===== src/rtl/id_ex_stage_reg.sv =====
// ID->EX pipeline register: 1-cycle latency, no id_* to ex_* combinational path.
// Priority per edge: reset > flush (clears everything) > freeze (hold) > load.
module id_ex_stage_reg #(
  parameter int WORD_W     = 32,
  parameter int REG_ADDR_W = 4
) (
  input  logic                  clk,
  input  logic                  rst,
  input  logic                  freeze,
  input  logic                  flush,
  input  logic                  id_valid,
  input  logic [WORD_W-1:0]     id_pc,
  input  logic [WORD_W-1:0]     id_val_rn,
  input  logic [WORD_W-1:0]     id_val_rm,
  input  logic [11:0]           id_shift_operand,
  input  logic                  id_imm,
  input  logic [23:0]           id_signed_imm_24,
  input  logic [REG_ADDR_W-1:0] id_dest,
  input  logic [REG_ADDR_W-1:0] id_src1,
  input  logic [REG_ADDR_W-1:0] id_src2,
  input  logic [3:0]            id_exe_cmd,
  input  logic                  id_mem_r_en,
  input  logic                  id_mem_w_en,
  input  logic                  id_wb_en,
  input  logic                  id_b,
  input  logic                  id_s,
  input  logic                  id_carry,
  output logic                  ex_valid,
  output logic [WORD_W-1:0]     ex_pc,
  output logic [WORD_W-1:0]     ex_val_rn,
  output logic [WORD_W-1:0]     ex_val_rm,
  output logic [11:0]           ex_shift_operand,
  output logic                  ex_imm,
  output logic [23:0]           ex_signed_imm_24,
  output logic [REG_ADDR_W-1:0] ex_dest,
  output logic [REG_ADDR_W-1:0] ex_src1,
  output logic [REG_ADDR_W-1:0] ex_src2,
  output logic [3:0]            ex_exe_cmd,
  output logic                  ex_mem_r_en,
  output logic                  ex_mem_w_en,
  output logic                  ex_wb_en,
  output logic                  ex_b,
  output logic                  ex_s,
  output logic                  ex_carry,
  output logic                  ex_mem_sel
);

  always_ff @(posedge clk) begin
    if (!rst || flush) begin
      // Squashed entries clear datapath fields too so EX sees deterministic inputs.
      ex_valid         <= 1'b0;
      ex_pc            <= '0;
      ex_val_rn        <= '0;
      ex_val_rm        <= '0;
      ex_shift_operand <= '0;
      ex_imm           <= 1'b0;
      ex_signed_imm_24 <= '0;
      ex_dest          <= '0;
      ex_src1          <= '0;
      ex_src2          <= '0;
      ex_exe_cmd       <= 4'b0000;
      ex_mem_r_en      <= 1'b0;
      ex_mem_w_en      <= 1'b0;
      ex_wb_en         <= 1'b0;
      ex_b             <= 1'b0;
      ex_s             <= 1'b0;
      ex_carry         <= 1'b0;
    end else if (!freeze) begin
      ex_valid         <= id_valid;
      ex_pc            <= id_pc;
      ex_val_rn        <= id_val_rn;
      ex_val_rm        <= id_val_rm;
      ex_shift_operand <= id_shift_operand;
      ex_imm           <= id_imm;
      ex_signed_imm_24 <= id_signed_imm_24;
      ex_dest          <= id_dest;
      ex_src1          <= id_src1;
      ex_src2          <= id_src2;
      ex_exe_cmd       <= id_exe_cmd;
      ex_carry         <= id_carry;
      // A bubble may carry stale control bits; gate them so it has no side effects.
      ex_mem_r_en      <= id_mem_r_en & id_valid;
      ex_mem_w_en      <= id_mem_w_en & id_valid;
      ex_wb_en         <= id_wb_en    & id_valid;
      ex_b             <= id_b        & id_valid;
      ex_s             <= id_s        & id_valid;
    end
  end

  assign ex_mem_sel = ex_mem_r_en | ex_mem_w_en;

endmodule


===== config.mk =====
export PLATFORM = sky130hd
export DESIGN_NAME = id_ex_stage_reg
export DESIGN_NICKNAME = d
export VERILOG_FILES = /design/src/rtl/id_ex_stage_reg.sv
export SDC_FILE = /design/constraint.sdc
export NUM_CORES = 1
export LEC_CHECK = 0
export CAP_MARGIN = 20
export CORE_UTILIZATION = 34
export CTS_CLUSTER_DIAMETER = 150
export CTS_CLUSTER_SIZE = 24
export DETAILED_ROUTE_END_ITERATION = 6
export GPL_TIMING_DRIVEN = 0
export PLACE_DENSITY_LB_ADDON = 0.12
export SLEW_MARGIN = 5
export SYNTH_ARGS = -nofsm -noshare
export SYNTH_HDL_FRONTEND = slang
export SYNTH_SLANG_ARGS = --single-unit

===== constraint.sdc =====
create_clock -name clk -period 0.9 [get_ports clk]
set_input_delay 0.09 -clock clk [delete_from_list [all_inputs] [get_ports clk]]
set_output_delay 0.09 -clock clk [all_outputs]
set_load 0.02 [all_outputs]

Word level (Yosys, flattened, before mapping)
Index checks and enable logic that the tools add are counted.
{ "totals": {"inputBits": 160, "word_cells": 25, "ram_bits": 0, "output_inout_bits": 157, "n_memories": 0, "mem_bits_ro": 0, "regBits": 156, "latchBits": 0} }
{ "op_classes": {"bitwise": 6, "add_sub_neg": 0, "mul": 0, "n_reduce_logical": 2, "n_lt_le_gt_ge": 0, "div_mod_pow": 0, "n_shift": 0, "n_eq_ne": 0, "mux": 0} }
{ "ops": {"columns": ["operator", "n"], "rows": [
  ["bitwise AND 1 bit", 5],
  ["logical NOT 1 bit", 1],
  ["logical OR 1 bit", 1],
  ["OR 1 bit", 1]
]} }

Longest topological paths before layout
Gate-level depths: netlist (run 1).
{ "logic_depth": {"ltp_word": 2, "mapped_depth": 5, "ltp_nobuf": 2} }

Worst setup path before layout (run 1)
OpenSTA, ideal clock, no wires.
{ "synth_timing": {"kind": "input to register", "from": "input freeze", "to": "register ex_val_rn[14]", "path_stages": 5, "n_path_buf": 3, "t_required_ns": 0.772, "setup_ns": 0.128, "arrival_ns": 0.761, "path_slack_ns": 0.011, "cell_sequence": "buf_4 -> buf_6 -> buf_8 -> mux2i_1 -> nor2_1"} }
{ "synth_lines": {"columns": ["element", "line", "rtl"], "rows": [
  ["start: declaration", "9", "input logic freeze,"],
  ["end signal: assignment", "71", "ex_val_rn <= id_val_rn;"],
  ["end: declaration", "30", "output logic [WORD_W-1:0] ex_val_rn,"]
]} }

Worst setup path in the final report (run 1)
{ "layout_timing": {"from": "register ex_mem_r_en", "to": "output ex_mem_sel"} }
{ "layout_between": {"elab_chain_cells": 1} }
{ "layout_rtl": {"columns": ["element", "line", "rtl"], "rows": [
  ["start: declaration", "39", "output logic ex_mem_r_en,"],
  ["start signal: assignment", "82", "ex_mem_r_en <= id_mem_r_en & id_valid;"],
  ["OR 1 bit", "90", "assign ex_mem_sel = ex_mem_r_en | ex_mem_w_en;"],
  ["end: declaration", "45", "output logic ex_mem_sel"]
]} }
Every way passes these cells.

==> results.toml, run 1 <==
[global_route]
grt_max_degree = 17
overflow = 0
grt.total_usage_pct = 19.6
grt_pass1_vias = 4869
grt_pass1_wl_mm = 24.5
antenna_found_initial = 0

[routing]
antenna_left = 0
dr.pass1.iters = 4
wire_per_inst_um = 15.9
via_count = 4804
vias_per_cell = 4.42
drc_errors = 0
wirelength_mm = 17.2
initialDrtViolationCount = 125

[final_layout]
diodes = 0
drive_above_1_share_pct = 45.1
nNetsFinal = 1019
areaGrowthSynthToFinish_pct = 82.7
fin_util_pct = 63.8

[die]
core_area_mm2 = 0.0159
initial_core_util_pct = 34.9
rows = 46
io_pins = 317
die_area_mm2 = 0.0169
die_w_um = 130
die_height_um = 130

[clocking]
cts_hold_buf = 0
clock_latency_ns = 0.41
h-tree-depth = 4
tritoncts = "yes"
cts-root-buf = "clkbuf_16"
cts_sinks = 156
cts_buffers = 17
cts_buffer_depth = 2
clk_pin_slew_worst_paths_ns = 0.06

[logic_synthesis]
netlist_top_cells_area = "dfxtp_1 (56%), mux2i_1 (27%), nor2_1 (10%)"
yosys_warnings = 0
syn_area_mm2 = 0.00557
netlist_instances = 510
synth_top_area_share_pct = 56.1
synth.largest_area_cell = "dfxtp_1"
syn_nets = 670
synth.avg_cell_area_um2 = 10.9
ys_types = 14
seq_area_frac_synth_pct = 56.1
ys_ff_latch = 156

[run_status]
status = "complete, but fails checks"
violations = "negative setup slack"

[worst_hold_path]
hold_class = "primary input to flip-flop"

[sta]
maxSlewViolCount = 0
max_clock_freq_mhz = 830
rsz0062_at_grt = "true"
hold_violations = 0
slew_headroom_pct = 74.4
post-route-period-util_pct = 134
setup_viol = 157
period_needed_ns = 1.21
tightest_slew_ns = 0.384
fin_worst_skew_ns = 0
setup_slack_ns = -0.305

[critical_path]
critPathLaunchType = "flip-flop"
crit_path_end_kind = "primary output"
regToRegSetupSlack_ns = 0.11
critPathKind = "flip-flop to primary output"
crit_fanout = 3
slowest_stage = "dfxtp_2"
path_buf_inv = 1
crit_required_ns = 0.81
crit_path_max_incr_delay_ns = 0.33
worstPathCellList = "or2_4 -> buf_6"
cp_top_family = "flip-flops"
critPathArrivalTime_ns = 1.12

[placement]
hpwl_mm = 13.1
gp_congestion = 0.737
portBuffers = 315

[flow_run]
maxCapViolations = 0

[power]
power_density_mw_per_mm2 = 1680
power_mw = 17.1
leakage_nw = 4.59
ir_worst_vdd_mv = 1.20
[sequential cells by signal, summed over array words and instances, names as in the netlist]
signal            cells
ex_pc                32
ex_val_rm            32
ex_val_rn            32
ex_signed_imm_24     24
ex_shift_operand     12
ex_dest               4
ex_exe_cmd            4
ex_src1               4
ex_src2               4
ex_b                  1
ex_carry              1
ex_imm                1
ex_mem_r_en           1
ex_mem_w_en           1
ex_s                  1
ex_valid              1
ex_wb_en              1
[worst register-to-register path, stage by stage (launching register included)]
cell and delay, ns:
dfxtp_2 0.33, buf_4 0.12, mux2i_1 0.16, nor2_1 0.07
[power breakdown]
part / internal (mW) / switching (mW)
sequential: 7.18 / 0.160
combinational: 1.50 / 1.00
clock: 4.50 / 2.79
[layout make-up]
cell class	instances	area (um^2)
buffer	35	338
clock buffer	21	460
tap	216	270
timing repair buffer	330	3460
multi-input combinational	319	2180
sequential	156	3320
fill	1291	5770
clock inverter	10	140
[kinds of logic after synthesis]
kind of cell / Yosys count / share of synthesized area, %
AO/OA/AOI/OAI: 5 / 0.449
buffers and inverters: 35 / 4.92
flip-flops: 156 / 56.1
multiplexers: 151 / 27.1
AND/OR/NAND/NOR: 163 / 11.4
[per-layer routing]
metal	track usage, %	share of wire, %
met1	18.9	37
met2	36.6	51
met3	7.75	9.4
met4	8.69	2.6
met5	0	0
[through the flow]
step | setup slack (ns) | hold WS (ns) | instances | instance area (um^2) | TNS (ns)
finish | -0.305 | 0.254 | 1087 | 10200 | -9.07
global route | -0.336 | 0.251 | 1087 | 10200 | -14.11
CTS | -0.327 | 0.240 | 1079 | 10100 | -12.32
detailed placement | -0.838 | 0.455 | 1041 | 8990 | -113.68
global placement | -0.814 | 0.452 | 1041 | 8990 | -110.07
floorplan | 0.0115 | 0.234 | 510 | 5570 | 0
[what timing repair did]
action | in CTS | in global routing
setup endpoints to repair | 297 | 232
setup buffers | 7 | 9
resized for setup | 1122 | 9
cloned | 0 | 1
pin swaps | 1 | 2
[final timing paths]
| path | startpoint | to | cells past startpoint |
|---|---|---|---|
| worst max-delay path | ex_mem_r_en | ex_mem_sel | 2 |
| worst min-delay path | freeze | ex_signed_imm_24[10] | 4 |
| worst max register to register | ex_pc[4] | ex_pc[4] | 3 |
| worst min register to register | ex_wb_en | ex_wb_en | 2 |
[cells in the final DEF (no fill, tap or decap), types with 3 or more instances in the layout]
master	synthesis	layout
buf_6	2	162
clkdlybuf4s50_1	0	158
dfxtp_2	0	156
mux2i_1	151	151
nor2_1	151	151
buf_4	7	27
clkbuf_16	0	17
buf_8	8	8
clkbuf_4	0	6
nand2_1	5	5
nand3b_1	5	5
a21oi_1	5	5
clkbuf_8	0	3
clkbuf_1	6	3
clkinvlp_4	0	3
bufinv_16	0	3
[synth_stat cells]
library cell / n
dfxtp_1: 156
nand2_1: 5
buf_4: 7
mux2i_1: 151
nand3b_1: 5
buf_1: 3
buf_6: 2
nor2_1: 151
clkbuf_1: 6
buf_8: 8
buf_2: 9
nand2b_1: 1
a21oi_1: 5
or2_2: 1
Power figures use the tool's default switching activity.
==> run 2, diff against run 1 <==
--- a/config.mk
+++ b/config.mk
@@ -5,8 +5,11 @@
 export SDC_FILE = /design/constraint.sdc
 export NUM_CORES = 1
 export LEC_CHECK = 0
+export ABC_CLOCK_PERIOD_IN_PS = 900
 export CAP_MARGIN = 20
-export CORE_UTILIZATION = 34
+export CELL_PAD_IN_SITES_DETAIL_PLACEMENT = 0
+export CELL_PAD_IN_SITES_GLOBAL_PLACEMENT = 1
+export CORE_UTILIZATION = 25
 export CTS_CLUSTER_DIAMETER = 150
 export CTS_CLUSTER_SIZE = 24
 export DETAILED_ROUTE_END_ITERATION = 6
==> results.toml, run 2 (synthesis gave the netlist of run 1 again) <==
[final_layout]
n_fill_cell = 2076
diodes = 0
areaGrowthSynthToFinish_pct = 85.0
top_regs = "ex_pc: 32 flops, ex_val_rm: 32 flops, ex_val_rn: 32 flops"
final_cell_mix = "buf_6 (162), clkdlybuf4s50_1 (158), dfxtp_2 (156)"
final_common_cell = "buf_6"
drive_above_1_share_pct = 45.7
multiInputGateArea_mm2 = 0.00218
nNetsFinal = 1024
regArea_mm2 = 0.00332
fin_area_mm2 = 0.0103

[critical_path]
reg2reg_depth = 3
crit_required_ns = 0.81
critPathArrivalTime_ns = 1.11
crit_path_end_kind = "primary output"
crit_end = "ex_mem_sel"
critPathLaunchType = "flip-flop"
critPathLaunch = "ex_mem_w_en"
critPathKind = "flip-flop to primary output"
r2r-end = "ex_signed_imm_24[19]"
regToRegSetupSlack_ns = 0.12
crit_fanout = 2
worstReg2RegStart = "ex_signed_imm_24[19]"

[routing]
drc_errors = 0
wirelength_mm = 17.8
initialDrtViolationCount = 70
antenna_left = 0
vias_per_cell = 4.18
dr.pass1.iters = 4
wire_per_inst_um = 15.4
via_count = 4825

[clocking]
h-tree-depth = 4
cts-root-buf = "clkbuf_16"
cts_sinks = 156
clk_pin_slew_worst_paths_ns = 0.06
cts_hold_buf = 0
cts_buffer_depth = 2
tritoncts = "yes"
clock_latency_ns = 0.41
cts_buffers = 17

[sta]
slew_headroom_pct = 79.3
setup_viol = 157
fin_worst_skew_ns = 0
post-route-period-util_pct = 133
tightest_slew_ns = 0.311
hold_violations = 0
rsz0062_at_grt = "true"
max_clock_freq_mhz = 835
maxSlewViolCount = 0
hold_ws_ns = 0.239
setup_slack_ns = -0.298
period_needed_ns = 1.20

[global_route]
grt_max_degree = 17
overflow = 0
grt_pass1_vias = 4777
antenna_found_initial = 0
grt.total_usage_pct = 15.1
grt_pass1_wl_mm = 25.5

[placement]
gp_congestion = 0.734
hpwl_mm = 13.5
postPlaceCellArea_mm2 = 0.00907
portBuffers = 315

[die]
initial_core_util_pct = 25.5
die_height_um = 151
die_area_mm2 = 0.0229
io_pins = 317
die_w_um = 151
rows = 54
core_area_mm2 = 0.0218

[run_status]
status = "complete, but fails checks"
violations = "negative setup slack"

[power]
leakage_nw = 4.63
power_mw = 17.4
ir_worst_vdd_mv = 1.19
power_density_mw_per_mm2 = 1690

[flow_run]
maxCapViolations = 0

[worst_hold_path]
hold_class = "primary input to flip-flop"
hp-start = "freeze"
[run 2: cell count changes in the layout (fill, tap and decap cells not counted)]
cell        delta
bufinv_16      +1
nor2_1         -1
clkinv_4       +1
clkbuf_2       +1
nor2_2         +1
clkinvlp_4     -2
clkbuf_8       -2
clkbuf_1       -2
buf_4          +7
clkinv_2       +1
buf_2          -1
[run 2: through the flow]
step / setup WS, ns / TNS (ns) / utilization, % / std cells
finish: -0.298 / -9.59 / 47.2 / 1155
global route: -0.344 / -16.49 / 47.2 / 1155
CTS: -0.321 / -14.01 / 46.9 / 1148
detailed placement: -0.807 / -121.64 / 41.6 / 1105
global placement: -0.787 / -121.20 / 41.6 / 1105
floorplan: 0.0115 / 0 / - / 510
[run 2: worst max-delay path, cell delays in order, from the launching register on]
cell and delay, ns:
dfxtp_2 0.32, or2_4 0.24, buf_6 0.13
[run 2: layout make-up]
cell class / instances / share of cell area [%]
clock inverters: 11 / 1.64
plain buffers: 35 / 3.23
well taps: 280 / 3.40
multi-input cells: 319 / 21.2
repair buffers: 335 / 34.0
flip-flops and latches: 156 / 32.2
clock buffers: 19 / 4.30
[run 2: worst min path at each step]
stage,to,slack [ns],cells after the start
2_1_floorplan,ex_carry,0.23,2
3_3_place_gp,ex_s,0.45,2
3_5_place_dp,ex_wb_en,0.45,2
4_1_cts,ex_mem_w_en,0.24,3
5_1_grt,ex_mem_w_en,0.24,3
6_report,ex_shift_operand[1],0.24,4
[run 2: per-layer routing]
metal	global-route usage [%]	up-vias	part of all wire (%)
li1	-	2395	-
met1	15.3	2235	37
met2	27.0	183	52
met3	6.54	12	9.8
met4	5.55	0	1.2
met5	0	-	0
[run 2: timing repair]
action                                  4_1_cts  5_1_grt
cloned                                        0        1
endpoints found under the setup margin      307      247
gates resized for setup                    1129        5
setup buffers                                13        6
[run 2: power breakdown]
part           switching (mW)  total (mW)  internal [mW]  leakage (nW)
logic                   0.996        2.50           1.50          2.99
registers               0.159        7.34           7.18          1.34
clock network            2.87        7.56           4.69         0.299
total                    4.02        17.4           13.4          4.63
